===== config.mk =====
export PLATFORM = sky130hd
export DESIGN_NAME = onewire_line_filter
export DESIGN_NICKNAME = d
export VERILOG_FILES = /design/src/rtl/onewire_pkg.sv /design/src/rtl/onewire_line_filter_ch.sv /design/src/rtl/onewire_line_filter.sv
export SDC_FILE = /design/constraint.sdc
export NUM_CORES = 1
export LEC_CHECK = 0
export CORE_MARGIN = 2
export CORE_UTILIZATION = 45
export DETAILED_ROUTE_END_ITERATION = 8
export GPL_ROUTABILITY_DRIVEN = 1
export GPL_TIMING_DRIVEN = 0
export PLACE_DENSITY = 0.68
export SLEW_MARGIN = 10
export SYNTH_ARGS = -nofsm -noshare
export SYNTH_HDL_FRONTEND = slang
export SYNTH_SLANG_ARGS = --single-unit

===== constraint.sdc =====
create_clock -name clock -period 2.6 [get_ports clock]
set_clock_uncertainty 0.1 [all_clocks]
set_input_delay 0.26 -clock clock [delete_from_list [all_inputs] [get_ports clock]]
set_output_delay 0.26 -clock clock [all_outputs]
set_load 0.005 [all_outputs]

===== src/rtl/onewire_pkg.sv =====
// Shared constants for the 1-wire line conditioning and timing blocks.
package onewire_pkg;

    localparam int unsigned DEBOUNCE_DELAY_DEF = 50000;
    localparam int unsigned PULSE_W_DEF        = 24;
    localparam int unsigned SYNC_STAGES_DEF    = 2;
    localparam int unsigned CNT_W_DEF          = 16;

    localparam logic ONEWIRE_IDLE = 1'b1;

    // Bus timing thresholds in cycles at 100 MHz, for the transceiver/MAC layer.
    localparam int unsigned RESET_LOW_MIN_CYC = 48000;
    localparam int unsigned PRESENCE_MIN_CYC  = 6000;
    localparam int unsigned PRESENCE_MAX_CYC  = 24000;

endpackage


===== src/rtl/onewire_line_filter_ch.sv =====
// One line: synchroniser, stable-time debouncer, edge strobes and low-pulse timer.
module onewire_line_filter_ch
    import onewire_pkg::*;
#(
    parameter int unsigned DEBOUNCE_DELAY = DEBOUNCE_DELAY_DEF,
    parameter int unsigned CNT_W          = CNT_W_DEF,
    parameter int unsigned SYNC_STAGES    = SYNC_STAGES_DEF,
    parameter int unsigned PULSE_W        = PULSE_W_DEF,
    parameter logic        IDLE_LEVEL     = ONEWIRE_IDLE
) (
    input  logic               clock,
    input  logic               reset,
    input  logic               line_i,
    output logic               level_o,
    output logic               rise_o,
    output logic               fall_o,
    output logic [PULSE_W-1:0] low_len_o,
    output logic               low_valid_o
);

    if (SYNC_STAGES < 2) begin : g_bad_sync
        $error("onewire_line_filter_ch: SYNC_STAGES must be at least 2");
    end
    if ((longint'(DEBOUNCE_DELAY) >> CNT_W) != 0) begin : g_bad_cnt
        $error("onewire_line_filter_ch: CNT_W too narrow for DEBOUNCE_DELAY");
    end

    localparam logic [CNT_W-1:0] DELAY_C = CNT_W'(DEBOUNCE_DELAY);

    logic [SYNC_STAGES-1:0] r_sync;
    logic                   r_cand;
    logic [CNT_W-1:0]       r_cnt;
    logic                   r_level;
    logic                   r_rise;
    logic                   r_fall;
    logic [PULSE_W-1:0]     r_lcnt;
    logic [PULSE_W-1:0]     r_low_len;
    logic                   r_low_valid;

    logic w_s;
    logic w_change;

    assign w_s      = r_sync[SYNC_STAGES-1];
    // Level is about to take the candidate value on this edge.
    assign w_change = (w_s == r_cand) && (r_cnt == DELAY_C) && (r_cand != r_level);

    always_ff @(posedge clock) begin
        if (reset) begin
            r_sync      <= {SYNC_STAGES{IDLE_LEVEL}};
            r_cand      <= IDLE_LEVEL;
            r_cnt       <= '0;
            r_level     <= IDLE_LEVEL;
            r_rise      <= 1'b0;
            r_fall      <= 1'b0;
            r_lcnt      <= '0;
            r_low_len   <= '0;
            r_low_valid <= 1'b0;
        end else begin
            r_sync      <= {r_sync[SYNC_STAGES-2:0], line_i};
            r_rise      <= w_change &  r_cand;
            r_fall      <= w_change & ~r_cand;
            r_low_valid <= w_change &  r_cand;

            if (w_s != r_cand) begin
                r_cand <= w_s;
                r_cnt  <= '0;
            end else if (r_cnt == DELAY_C) begin
                r_level <= r_cand;
            end else begin
                r_cnt <= r_cnt + CNT_W'(1);
            end

            // Counter starts at 1 on the falling edge so the result equals cycles spent low.
            if (w_change && !r_cand) begin
                r_lcnt <= PULSE_W'(1);
            end else if (w_change && r_cand) begin
                r_low_len <= r_lcnt;
            end else if (!r_level && (r_lcnt != '1)) begin
                r_lcnt <= r_lcnt + PULSE_W'(1);
            end
        end
    end

    assign level_o     = r_level;
    assign rise_o      = r_rise;
    assign fall_o      = r_fall;
    assign low_len_o   = r_low_len;
    assign low_valid_o = r_low_valid;

endmodule


===== src/rtl/onewire_line_filter.sv =====
// Multi-channel 1-wire input conditioner; one independent filter per line.
module onewire_line_filter
    import onewire_pkg::*;
#(
    parameter int unsigned CHANNELS       = 1,
    parameter int unsigned DEBOUNCE_DELAY = DEBOUNCE_DELAY_DEF,
    parameter int unsigned CNT_W          = CNT_W_DEF,
    parameter int unsigned SYNC_STAGES    = SYNC_STAGES_DEF,
    parameter int unsigned PULSE_W        = PULSE_W_DEF,
    parameter logic        IDLE_LEVEL     = ONEWIRE_IDLE
) (
    input  logic                        clock,
    input  logic                        reset,
    input  logic [CHANNELS-1:0]         line_i,
    output logic [CHANNELS-1:0]         level_o,
    output logic [CHANNELS-1:0]         rise_o,
    output logic [CHANNELS-1:0]         fall_o,
    output logic [CHANNELS*PULSE_W-1:0] low_len_o,
    output logic [CHANNELS-1:0]         low_valid_o
);

    for (genvar k = 0; k < CHANNELS; k++) begin : g_ch
        onewire_line_filter_ch #(
            .DEBOUNCE_DELAY (DEBOUNCE_DELAY),
            .CNT_W          (CNT_W),
            .SYNC_STAGES    (SYNC_STAGES),
            .PULSE_W        (PULSE_W),
            .IDLE_LEVEL     (IDLE_LEVEL)
        ) u_ch (
            .clock       (clock),
            .reset       (reset),
            .line_i      (line_i[k]),
            .level_o     (level_o[k]),
            .rise_o      (rise_o[k]),
            .fall_o      (fall_o[k]),
            .low_len_o   (low_len_o[k*PULSE_W +: PULSE_W]),
            .low_valid_o (low_valid_o[k])
        );
    end

endmodule


# Word level (Yosys, flattened, before mapping)
# Cells that the tools add are included.
# word_totals
regBits,70
input_bits,3
out_inout_bits,28
wordCells,40
# op_classes
addsub,2
eq_ne,6
n_mux,3
bitwise_logic,6
n_reduce_logical,14
# op_table
cell,count
$add 24x1->24 const B,1
$ne 24x24->1 const B,1
$add 16x1->16 const B,1
$eq 16x16->1 const B,1
$reduce_and 2->1,4
$logic_and 1x1->1,5
$not 1->1,4
$reduce_or 2->1,2
$mux 1,3
$and 1x1->1,2
$logic_not 1->1,2
$ne 1x1->1,2
$ne 2x1->1 const B,1
$reduce_bool 2->1,1
$eq 1x1->1,1

# Logic depth before layout (Yosys ltp)
# logic_depth
depth_word,6
depth_mapped,9
mapped_depth_nobuf,7

# Least setup slack after synthesis
# OpenSTA, ideal clock, no wires.
# synth_path
path_kind,reg-to-reg
from,reg g_ch[0].u_ch.r_cnt[0]
to,reg g_ch[0].u_ch.r_lcnt[2]
setup_time_ns,0.061
arrival_time_ns,1.901
t_required_ns,2.439
slack_ns,0.538
stages_incl_launch_ff,10
n_path_buf,2
synth_period_minus_slack_ns,2.062
path_cell_list,dfxtp_1 -> inv_1 -> ha_1 -> and4b_1 -> and4_1 -> buf_2 -> a21o_1 -> buf_2 -> or4_1 -> nand2_1
# synth_via
elab_chain_cells,6
word_cells_on_any_way,8
cone_classes,eq/ne (1); bitwise (1); reduce/logical (6)
# synth_lines
element,line,source
from (decl),onewire_line_filter_ch.sv:32,logic [CNT_W-1:0] r_cnt;
from (signal assigned),onewire_line_filter_ch.sv:70,r_cnt <= r_cnt + CNT_W'(1);
$eq 16x16->1 (*),onewire_line_filter_ch.sv:45,assign w_change = (w_s == r_cand) && (r_cnt == DELAY_C) && (r_cand != r_level);
$logic_and 1x1->1 (*) (2 in series),onewire_line_filter_ch.sv:45,
$logic_and 1x1->1,onewire_line_filter_ch.sv:76,end else if (w_change && r_cand) begin
$not 1->1 (no line),n/a,
$reduce_and 2->1 (no line),n/a,
to (signal assigned),onewire_line_filter_ch.sv:79,r_lcnt <= r_lcnt + PULSE_W'(1);
to (decl),onewire_line_filter_ch.sv:36,logic [PULSE_W-1:0] r_lcnt;
# Mark *: on every way between the ends. The rest lies on a longest branch, timed or not.
# A chain may end at the register's enable or synchronous reset.

# Worst setup path after layout
# layout_path
from,reg g_ch[0].u_ch.r_cnt[0]
to,reg g_ch[0].u_ch.r_lcnt[22]
# Same word-level chain as after synthesis.

==> flow_summary_export.csv <==
group,metric,value,unit
outcome,status,"finished clean",
synthesis,postSynth.asyncResetShare,0,
timing,fin_setup_tns,0,ns
synthesis,synth_seq_cells,70,
critical_path,reg2reg_to,"g_ch[0].u_ch.r_lcnt[22]",
min_path,whs_endpoint,"g_ch[0].u_ch.r_sync[1]",
critical_path,crit_fanout,8,
power_and_ir_drop,ir_drop,0.297,mV
timing,min_period,2.41,ns
grt,grt_overflow,0,
finish,antenna_cells_inserted,0,
timing,finalSetupViolations,0,
routing,finalWirelength,7.17,mm
timing,hold-worst-slack,0.221,ns
synthesis,synth_edf_count,0,
clock_tree,cts_resized,0,
grt,grt_usage,0.201,
timing,slew_headroom,0.460,
clock_tree,cts_setup_buffers,0,
synthesis,yosysUniqueCellTypes,49,
clock_tree,cts_tree,"yes",
routing,wire_per_inst,14.5,um
critical_path,startpoint_type,"register",
critical_path,arrival,2.58,ns
finish,drive_gt1_frac,0.101,
clock_tree,clk_latency,0.36,ns
routing,dr.pass1.iters,5,
synthesis,avgSynthCellArea,8.48,um^2
power_and_ir_drop,p_per_area,607,nW/um^2
grt,grt_max_degree,13,
timing,hold_viol,0,
floorplanning,fp.dieW,87.5,um
timing,max_freq,416,MHz
power_and_ir_drop,power.total,2.31,mW
place,place_ws,0.204,ns
clock_tree,clkSinkCount,70,
routing,num_vias,2803,
floorplanning,start_util,0.465,
grt,antenna_found_initial,0,
synthesis,ys_warn_count,0,
place,port_buffers,29,
synthesis,syn_area,3140,um^2
min_path,hold_depth,2,
timing,final.setup.worst_slack,0.193,ns
routing,drt-initial-drc-count,201,
synthesis,synth.yosys.seq_area_share,0.446,
clock_tree,numCtsBuffers,9,
routing,ant_nets,0,
floorplanning,die_area,7660,um^2
routing,via_per_inst,5.66,
timing,slew_viol_final,0,
place,placement.cell_area,3530,um^2
place,hpwlAfterDp,4.95,mm
critical_path,crit_type,"register to register",
finish,fillCellCount,613,
floorplanning,ios,31,
routing,drc_errors,0,
floorplanning,core_area,6760,um^2
place,gp_congestion,0.850,
critical_path,worst_setup_path_end_kind,"register",
grt,grt_pass1_vias,2463,
floorplanning,std_cell_rows,30,
clock_tree,h-tree-depth,3,
critical_path,rr_worst_depth,8,
floorplanning,die-height,87.5,um
min_path,hold_class,"input port to register",
critical_path,rrSetupSlack,0.19,ns
timing,worst_slew_pin_slew,0.806,ns
clock_tree,clock_path_buffers,2,
synthesis,synthCells,370,
finish,final_cell_mix,"dfxtp_1 (70), nand2_1 (64), a21oi_1 (48), clkdlybuf4s50_1 (29), nand3_1 (21)",
synthesis,ys.flop_type,"dfxtp_1",
grt,grt_pass1_wl,11.9,mm
power_and_ir_drop,p_leak,1.23,nW
critical_path,rr_startpoint,"g_ch[0].u_ch.r_cnt[0]",
timing,fin_crit_sh,0.926,
clock_tree,clk_pin_slew,0.07,ns
min_path,hold_start,"reset",
run,max_cap_violations,0,
clock_tree,hold_buffers,0,
finish,stdcell_area,3810,um^2
timing,rsz0062_at_grt,"no",
synthesis,synth_nets,376,
finish,area_delta_synth_final,21.3,%
finish,layout_commonest_cell,"dfxtp_1",
finish,nNetsFinal,416,
clock_tree,cts_root_buf,"clkbuf_8",
critical_path,critPathRequiredTime,2.78,ns
## Yosys cell counts, drive strengths merged (2+ instances only)
cell type	instances	share of area
o31ai	13	0.031
a21oi	48	0.077
nand4b	2	0.0056
nand2b	5	0.010
nand2	64	0.077
o41ai	2	0.0056
xnor2	7	0.020
clkbuf	11	0.013
or2	8	0.016
nand3b	2	0.0048
nand4	9	0.023
ha	3	0.012
and3	3	0.0060
inv	5	0.0060
or4	15	0.037
o21ai	5	0.0092
xor2	5	0.014
nor3b	3	0.0088
or3	4	0.0080
nor4	7	0.018
dfxtp	70	0.45
nand3	21	0.033
buf	12	0.024
a21o	3	0.0072
and4	3	0.0084
mux2i	4	0.013
nor3	5	0.0080
nor2	20	0.026
## logic make-up after synthesis
kind of cell / synth area share
xor+xnor: 0.0335
compound gates: 0.147
buf+inv: 0.0434
fa+ha+maj: 0.0120
mux: 0.0128
flops: 0.446
simple gates: 0.305
## worst max path at each step
stage,start,depth (start not counted),endpoint,slack (ns)
after floorplan,g_ch[0].u_ch.r_cnt[0],9,g_ch[0].u_ch.r_lcnt[2],0.54
after global routing,g_ch[0].u_ch.r_cnt[0],8,g_ch[0].u_ch.r_lcnt[22],0.02
final,g_ch[0].u_ch.r_cnt[0],8,g_ch[0].u_ch.r_lcnt[22],0.19
after CTS,g_ch[0].u_ch.r_cnt[0],9,g_ch[0].u_ch.r_lcnt[17],0.17
after global placement,g_ch[0].u_ch.r_cnt[0],9,g_ch[0].u_ch.r_lcnt[23],0.23
after detailed placement,g_ch[0].u_ch.r_cnt[0],9,g_ch[0].u_ch.r_lcnt[1],0.20
## critical path, cell delays in order, from the launching register on
cell and delay [ns]:
dfxtp_1 0.38, inv_1 0.08, ha_1 0.20, and4b_1 0.20, and4_1 0.15, buf_2 0.17
a31oi_1 0.64, a41oi_1 0.21, nor3_1 0.21
## power by group
group | internal, mW | total (mW) | switching (mW)
Clock | 0.759 | 1.18 | 0.426
Combinational | 0.0134 | 0.0436 | 0.0303
Sequential | 1.08 | 1.08 | 0.00574
Total | 1.85 | 2.31 | 0.462
## per-layer routing
metal  part of all wire  GRT usage  vias to the layer above
li1                   -          -                     1409
met1               0.50      0.292                     1325
met2               0.45      0.284                       64
met3              0.042     0.0578                        5
met4              0.011     0.0685                        0
met5                  0          0                        -
## sequential cells by signal, indices dropped and copies added, names as in the netlist
| name | count |
|---|---|
| g_ch.u_ch.rise_o | 1 |
| g_ch.u_ch.r_lcnt | 24 |
| g_ch.u_ch.r_cand | 1 |
| g_ch.u_ch.r_cnt | 16 |
| g_ch.u_ch.level_o | 1 |
| g_ch.u_ch.fall_o | 1 |
| g_ch.u_ch.r_sync | 2 |
| g_ch.u_ch.low_len_o | 24 |
## through the flow
stage               instances   util
floorplan                 370      -
global placement          479  0.522
detailed placement        479  0.522
CTS                       495  0.562
global route              495  0.564
finish                    495  0.564
## area by class of cell
type                            instances  area, um^2  share of cell area
Timing Repair Buffer                   29         290              0.0762
Clock inverter                          6         133              0.0348
Inverter                                5        18.8             0.00493
Buffer                                 23         118              0.0309
Clock buffer                           10         138              0.0361
Tap cell                               80         100              0.0263
Multi-Input combinational cell        272        1610               0.423
Sequential cell                        70        1400               0.368
No activity file was read; power rests on OpenSTA's default activity.
